[src/rtl/dff_bank_arbiter.sv]
// Round-robin owner sequencing for one shared enable-gated register.
// Owners may lock for up to MAX_HOLD consecutive grant cycles.
module dff_bank_arbiter #(
  parameter int NREQ     = 4,
  parameter int WIDTH    = 8,
  parameter int MAX_HOLD = 4,
  parameter int IDXW     = 2
) (
  input  logic                  clk,
  input  logic                  rst,
  input  logic [NREQ-1:0]       req,
  input  logic [NREQ-1:0]       lock,
  input  logic [NREQ*WIDTH-1:0] din,
  output logic [NREQ-1:0]       gnt,
  output logic [IDXW-1:0]       owner,
  output logic [WIDTH-1:0]      q,
  output logic [WIDTH-1:0]      qbar,
  output logic                  wr_done
);

  localparam int HW = $clog2(MAX_HOLD + 1);

  typedef enum logic {
    S_IDLE,
    S_OWN
  } state_e;

  state_e           state_q;
  logic [NREQ-1:0]  gnt_q;
  logic [IDXW-1:0]  owner_q;
  logic [IDXW-1:0]  ptr_q;
  logic [HW-1:0]    hold_q;
  logic [WIDTH-1:0] data_q;
  logic             wr_done_q;

  logic [IDXW-1:0]  win_hi;
  logic [IDXW-1:0]  win_lo;
  logic             hit_hi;
  logic             hit_lo;
  logic [IDXW-1:0]  winner;
  logic [IDXW-1:0]  ptr_d;
  logic [NREQ-1:0]  gnt_d;
  logic             any_req;
  logic             keep;
  logic             wr_en;
  logic [WIDTH-1:0] wdata;

  // Lowest index at/above ptr wins; else lowest index overall (wrap).
  always_comb begin
    win_hi = '0;
    win_lo = '0;
    hit_hi = 1'b0;
    hit_lo = 1'b0;
    for (int i = NREQ - 1; i >= 0; i--) begin
      if (req[i]) begin
        win_lo = IDXW'(i);
        hit_lo = 1'b1;
        if (IDXW'(i) >= ptr_q) begin
          win_hi = IDXW'(i);
          hit_hi = 1'b1;
        end
      end
    end
  end

  assign winner  = hit_hi ? win_hi : win_lo;
  assign any_req = hit_lo;
  assign gnt_d   = NREQ'(1) << winner;

  assign ptr_d = (winner == IDXW'(NREQ - 1))
               ? '0
               : winner + 1'b1;

  assign keep = req[owner_q]
              & lock[owner_q]
              & (hold_q < HW'(MAX_HOLD));

  assign wr_en = |(gnt_q & req);

  always_comb begin
    wdata = '0;
    for (int i = 0; i < NREQ; i++) begin
      if (owner_q == IDXW'(i)) begin
        wdata = din[i*WIDTH +: WIDTH];
      end
    end
  end

  always_ff @(posedge clk or negedge rst) begin
    if (!rst) begin
      state_q   <= S_IDLE;
      gnt_q     <= '0;
      owner_q   <= '0;
      ptr_q     <= '0;
      hold_q    <= '0;
      data_q    <= '0;
      wr_done_q <= 1'b0;
    end else begin
      wr_done_q <= wr_en;
      if (wr_en) begin
        data_q <= wdata;
      end
      case (state_q)
        S_IDLE: begin
          if (any_req) begin
            gnt_q   <= gnt_d;
            owner_q <= winner;
            ptr_q   <= ptr_d;
            hold_q  <= HW'(1);
            state_q <= S_OWN;
          end
        end
        S_OWN: begin
          if (keep) begin
            hold_q <= hold_q + 1'b1;
          end else if (any_req) begin
            gnt_q   <= gnt_d;
            owner_q <= winner;
            ptr_q   <= ptr_d;
            hold_q  <= HW'(1);
          end else begin
            gnt_q   <= '0;
            hold_q  <= '0;
            state_q <= S_IDLE;
          end
        end
        default: begin
          gnt_q   <= '0;
          hold_q  <= '0;
          state_q <= S_IDLE;
        end
      endcase
    end
  end

  assign gnt     = gnt_q;
  assign owner   = owner_q;
  assign q       = data_q;
  assign qbar    = ~data_q;
  assign wr_done = wr_done_q;

  a_gnt_onehot: assert property (
    @(posedge clk) disable iff (!rst) $onehot0(gnt_q)
  );

  a_hold_bound: assert property (
    @(posedge clk) disable iff (!rst) hold_q <= HW'(MAX_HOLD)
  );

endmodule

[config.mk]
export PLATFORM = sky130hd
export DESIGN_NAME = dff_bank_arbiter
export DESIGN_NICKNAME = d
export VERILOG_FILES = /design/src/rtl/dff_bank_arbiter.sv
export SDC_FILE = /design/constraint.sdc
export NUM_CORES = 1
export LEC_CHECK = 0
export BUFFER_PORTS_ARGS = -buffer_cell sky130_fd_sc_hd__buf_2
export CORE_MARGIN = 10
export CORE_UTILIZATION = 47
export DETAILED_ROUTE_END_ITERATION = 8
export HOLD_SLACK_MARGIN = 0.06
export PLACE_DENSITY = 0.84
export SYNTH_ARGS = -nofsm -noshare
export SYNTH_HDL_FRONTEND = slang
export SYNTH_SLANG_ARGS = --single-unit
export TNS_END_PERCENT = 1
[constraint.sdc]
create_clock -name clk -period 5.8 [get_ports clk]
set_clock_uncertainty 0.1 [all_clocks]
set_input_delay 0.29 -clock clk [delete_from_list [all_inputs] [get_ports clk]]
set_output_delay 0.29 -clock clk [all_outputs]
set_load 0.005 [all_outputs]
* Word level (Yosys, flattened, before mapping)
Cells that the tools add are included.
W data, S select, Z words.
** Word-level totals
- Register bits after elaboration :: 21
** Operators by class
- Add/subtract/negate cells :: 2
- $lt $le $gt $ge :: 6
- Eq/ne operators :: 6
- Shifts and indexed selects :: 1
- Multiplexer cells :: 51
- Bitwise gates (word level) :: 5
- Reduce and logical (&&, ||, !) cells :: 3
** Operators by type and width (count)
- $mux W2 :: 18
- $mux W8 :: 4
- $mux W1 :: 17
- $mux W4 :: 3
- $not A8 Y8 :: 1
- $pmux W2 S2 :: 2
- $pmux W4 S2 :: 1
- $eq A2 B2 Y1 const B :: 3
- $mux W3 :: 2
- $pmux W3 S2 :: 1
- $and A4 B4 Y4 :: 1
- $bmux W1 S2 :: 2
- $ge A1 B2 Y1 const A :: 2
- $ge A2 B2 Y1 const A :: 2
- $ne A2 B2 Y1 const B :: 2
- $reduce_or A4 Y1 :: 1
- $shl A1 B2 Y4 const A :: 1
- $add A3 B1 Y3 const B :: 1
- $lt A2 B3 Y1 const B :: 1
- $lt A3 B3 Y1 const B :: 1
- $add A2 B1 Y2 const B :: 1
- $and A1 B1 Y1 :: 2
- $eq A2 B1 Y1 const B :: 1
- $logic_not A2 Y1 :: 1
- other kinds (3) :: 3

* Depth between registers and ports, before layout
- Depth after elaboration :: 15
- Depth in mapped cells :: 7

* Least setup slack after synthesis
Ideal clock, no wire load.
- Path type :: reg-to-reg
- Start :: register owner_q[1] (netlist: owner[1])
- End :: register owner_q[0] (netlist: owner[0])
- Library setup time :: 125 ps
- Arrival time :: 1649 ps
- Required time :: 5575 ps
- Setup slack :: 3926 ps
- Stages on the path, launching flop included :: 5
- Period minus slack after synthesis :: 1874 ps
- Cells stage by stage :: dfrtp_1 buf_6 mux4_2 o21ai_4 mux2_2
** On the way
- Cells in the longest elaborated chain, start to end :: 5
- Elaborated cells between the ends (all ways) :: 7
- Those cells by class :: 1 x eq/ne; 4 x mux; 2 x bitwise
** Ends and longest elaborated chain
- start, declared :: RTL line 30 : logic [IDXW-1:0] owner_q;
- start signal, assigned :: RTL line 107 : owner_q <= winner;
- start signal, assigned :: RTL line 118 : owner_q <= winner;
- $bmux W1 S2, on equally long branches :: RTL line 74, 75
- $mux W1, on equally long branches :: RTL line 74, 75
- $and A1 B1 Y1 (*) :: RTL line 75 : & lock[owner_q]
- $and A1 B1 Y1 (*) :: RTL line 76 : & (hold_q < HW'(MAX_HOLD));
- $ne A2 B2 Y1 (no line) (*)
Mark *: on every way between the ends. The rest lies on a longest branch, timed or not. The select of a mux whose other input is x is not followed.
A chain may end at the register's enable or synchronous reset.

* Worst setup path after layout
- Start :: register owner_q[1] (netlist: owner[1])
- End :: register ptr_q[0]
** On the way
- Cells in the longest elaborated chain, start to end :: 5
- Elaborated cells between the ends (all ways) :: 7
- Those cells by class :: 1 x eq/ne; 4 x mux; 2 x bitwise
** Ends and longest elaborated chain
- $bmux W1 S2, on equally long branches :: RTL line 74, 75
- $mux W1, on equally long branches :: RTL line 74, 75
- $and A1 B1 Y1 (*) :: RTL line 75
- $and A1 B1 Y1 (*) :: RTL line 76
- $ne A2 B2 Y1 (no line) (*)
- end signal, assigned :: RTL line 108 : ptr_q <= ptr_d;
- end signal, assigned :: RTL line 119 : ptr_q <= ptr_d;
- end, declared :: RTL line 31 : logic [IDXW-1:0] ptr_q;
Marked as above.

==> run summary <==
status: completed
Relative slew margins: 0.626
Synth Area in Adders: 0.0317
DRC Markers: 0
deepest clock path buffer count: 2
min cycle time layout: 2.11 ns
site row count: 18
mux cell area share after synthesis: 0.208
crit-path max FO: 11
compound-gate portion of the synthesized area: 0.168
Antenna Nets Post-Route: 0
register area share after synthesis: 0.444
Post-DP HPWL: 3.08 mm
I/O pin count: 65
grt total ovfl: 0
PwrDens: 467 nW/um2
CP Data Required Time: 5.90 ns
Syn-to-layout area delta: 31.3%
vias in the first global route: 1211
vias after detailed routing: 1077
final wirelength: 3.70 mm
critical path capture point type: register
Max Fclk: 473 MHz
core area: 2430 um2
register share of total power: 0.395
Peak VDD IR: 0.256 mV
die span in y: 70.2 um
commonest non-fill, non-tap cell in the layout: buf_2
clk_lat worst skew: 0.30 ns
layout cells sized above 1: 0.485
gpl congestion: 0.838
simple-gate share of the synthesized area: 0.0813
Hold Crit Class: input pin to register
CTS clk-pin slew, worst paths: 0.11 ns
CTS Sinks: 21
CP Launch Type: register
First-pass DRT Iterations: 4
Post-Synth XOR/XNOR Area: 0
Clock Power Share: 0.095
Fillers: 211
commonest non-fill, non-tap cells in the layout: 64 x buf_2, 21 x dfrtp_1, 15 x inv_1, 15 x nand2_1
worst hold slack: 0.309 ns
drt first-iter violations: 52
P_sw: 0.294 mW
first-pass GRT wire length: 5.99 mm
I/O Buffers: 64
Horiz. Die Dim: 70.2 um
switching share of power: 0.405
flops & latches, synth: 21
CTS tree: built
Synth cell types: 27
LEAKAGE: 0.789 nW
largest family of logic cells by synthesized area: multiplexers
Worst EP arrival: 2.21 ns
Syn Area/Cell: 11.4 um2
Post-CTS Resized: 0
post-DR wirelength/cell: 18.6 um
Worst-Margin Slew: 0.561 ns
Final Hold Fails: 0
pin count of the biggest net entering global routing: 22
Crit Path Class: register to register
P_int: 0.433 mW
RSZ-0062 raised after global routing: no
Die ar.: 4930 um2
final worst-path cycle share: 0.364
fin cells: 199
cell area after synthesis: 1180 um2
syn_nets: 149
diodes inserted: 0
initial antenna violation count: 0
gate count of the mapped netlist: 104
Gate power share: 0.510
Post-Layout Inst Area: 1560 um2
postcts setup bufs: 0
final setup fails: 0
placed cell count: 194
dpl cell area: 1520 um2
initial core utilization: 0.487
setup TNS: 0 ns
Slew Limit Fails: 0
DR vias/cell: 5.41
H-tree Lvls: 1
clock root cell: clkbuf_4
GRT Total Usage: 0.149
Final Util: 0.639
yosys warns: 0
max-cap viol count: 0
total CTS buffers: 3
Total Nets Final: 215
registers in the layout (all words and copies together) (netlist names):
| register | flops |
|---|---|
| state_q | 1 |
| gnt | 4 |
| ptr_q | 2 |
| wr_done | 1 |
| owner | 2 |
| hold_q | 3 |
| q | 8 |
routing by layer:
metal  vias up  track usage  wire (um)
met2        46        0.255       2000
li1        507            -          -
met4         0       0.0987        112
met3        10       0.0395        248
met1       514        0.157       1340
met5         -            0          0
cell type report:
cell class / instances / area [um2] / share of cell area
flip-flops and latches: 21 / 526 / 0.338
inverters: 15 / 56.3 / 0.0362
multi-input cells: 64 / 579 / 0.372
repair buffers: 65 / 330 / 0.212
well taps: 30 / 37.5 / 0.0241
clock buffers: 4 / 26.3 / 0.0169
worst max-delay path: stages (launching register included):
cell and delay, ns:
dfrtp_1 0.62, mux4_2 0.63, o21ai_4 0.28, mux2_2 0.37
synthesized netlist by cell type:
cell type / count / area, um2
o21ai_4: 1 / 16.3
ha_1: 3 / 37.5
o211a_1: 1 / 10.0
or4_1: 1 / 7.51
buf_2: 1 / 5.00
dfrtp_1: 21 / 526
a221oi_2: 1 / 15.0
mux4_2: 9 / 203
and3b_1: 1 / 8.76
inv_1: 15 / 56.3
nand2_1: 15 / 56.3
o311ai_0: 1 / 8.76
o2bb2ai_1: 2 / 17.5
o22ai_1: 1 / 6.26
mux2_2: 3 / 33.8
buf_6: 1 / 11.3
a22o_1: 2 / 17.5
a21boi_0: 2 / 15.0
a21oi_1: 1 / 5.00
o22a_2: 1 / 10.0
o32ai_1: 2 / 17.5
a22oi_1: 2 / 15.0
mux2i_1: 1 / 10.0
o21ai_0: 9 / 45.0
nand2b_1: 2 / 12.5
clkbuf_1: 2 / 7.51
nor2_1: 3 / 11.3
path summary, 6_finish.rpt:
check                      startpoint   endpoint  slack (ns)  depth (start not counted)
setup / recovery             owner[1]   ptr_q[0]        3.69                          3
hold / removal                din[17]       q[1]        0.31                          4
setup reg to reg             owner[1]   ptr_q[0]        3.69                          3
hold reg to reg             hold_q[2]  hold_q[2]        0.42                          1
max in group asynchronous         rst       q[0]        4.93                          2
min in group asynchronous         rst       q[2]        0.36                          2
cell families (layout without fill, tap and decap cells):
family | after synthesis | in the layout
buffers and inverters | 19 | 84
flip-flops | 21 | 21
multiplexers | 13 | 13
AND/OR/NAND/NOR | 22 | 22
adder cells (fa/ha/maj) | 3 | 3
AO/OA/AOI/OAI | 26 | 26
timing repair:
action	4_1_cts	5_1_grt
setup endpoints to repair	0	0
hold buffers	1	0
hold endpoints to repair	21	0
power by group through the flow:
stage,Combinational (mW),Clock (mW),Sequential [mW]
3_3_place_gp,0.351,0,0.282
5_1_grt,0.417,0.0786,0.300
6_report,0.371,0.0693,0.287
3_5_place_dp,0.373,0,0.290
2_1_floorplan,0.253,0,0.259
4_1_cts,0.375,0.0724,0.287
metrics by stage:
| stage | worst slack, ns | total power, mW |
|---|---|---|
| 3_3_place_gp | 3.77 | 0.633 |
| 6_report | 3.69 | 0.727 |
| 5_1_grt | 3.59 | 0.796 |
| 2_1_floorplan | 3.93 | 0.512 |
| 4_1_cts | 3.69 | 0.734 |
| 3_5_place_dp | 3.70 | 0.662 |
(Power assumes the default switching activity.)
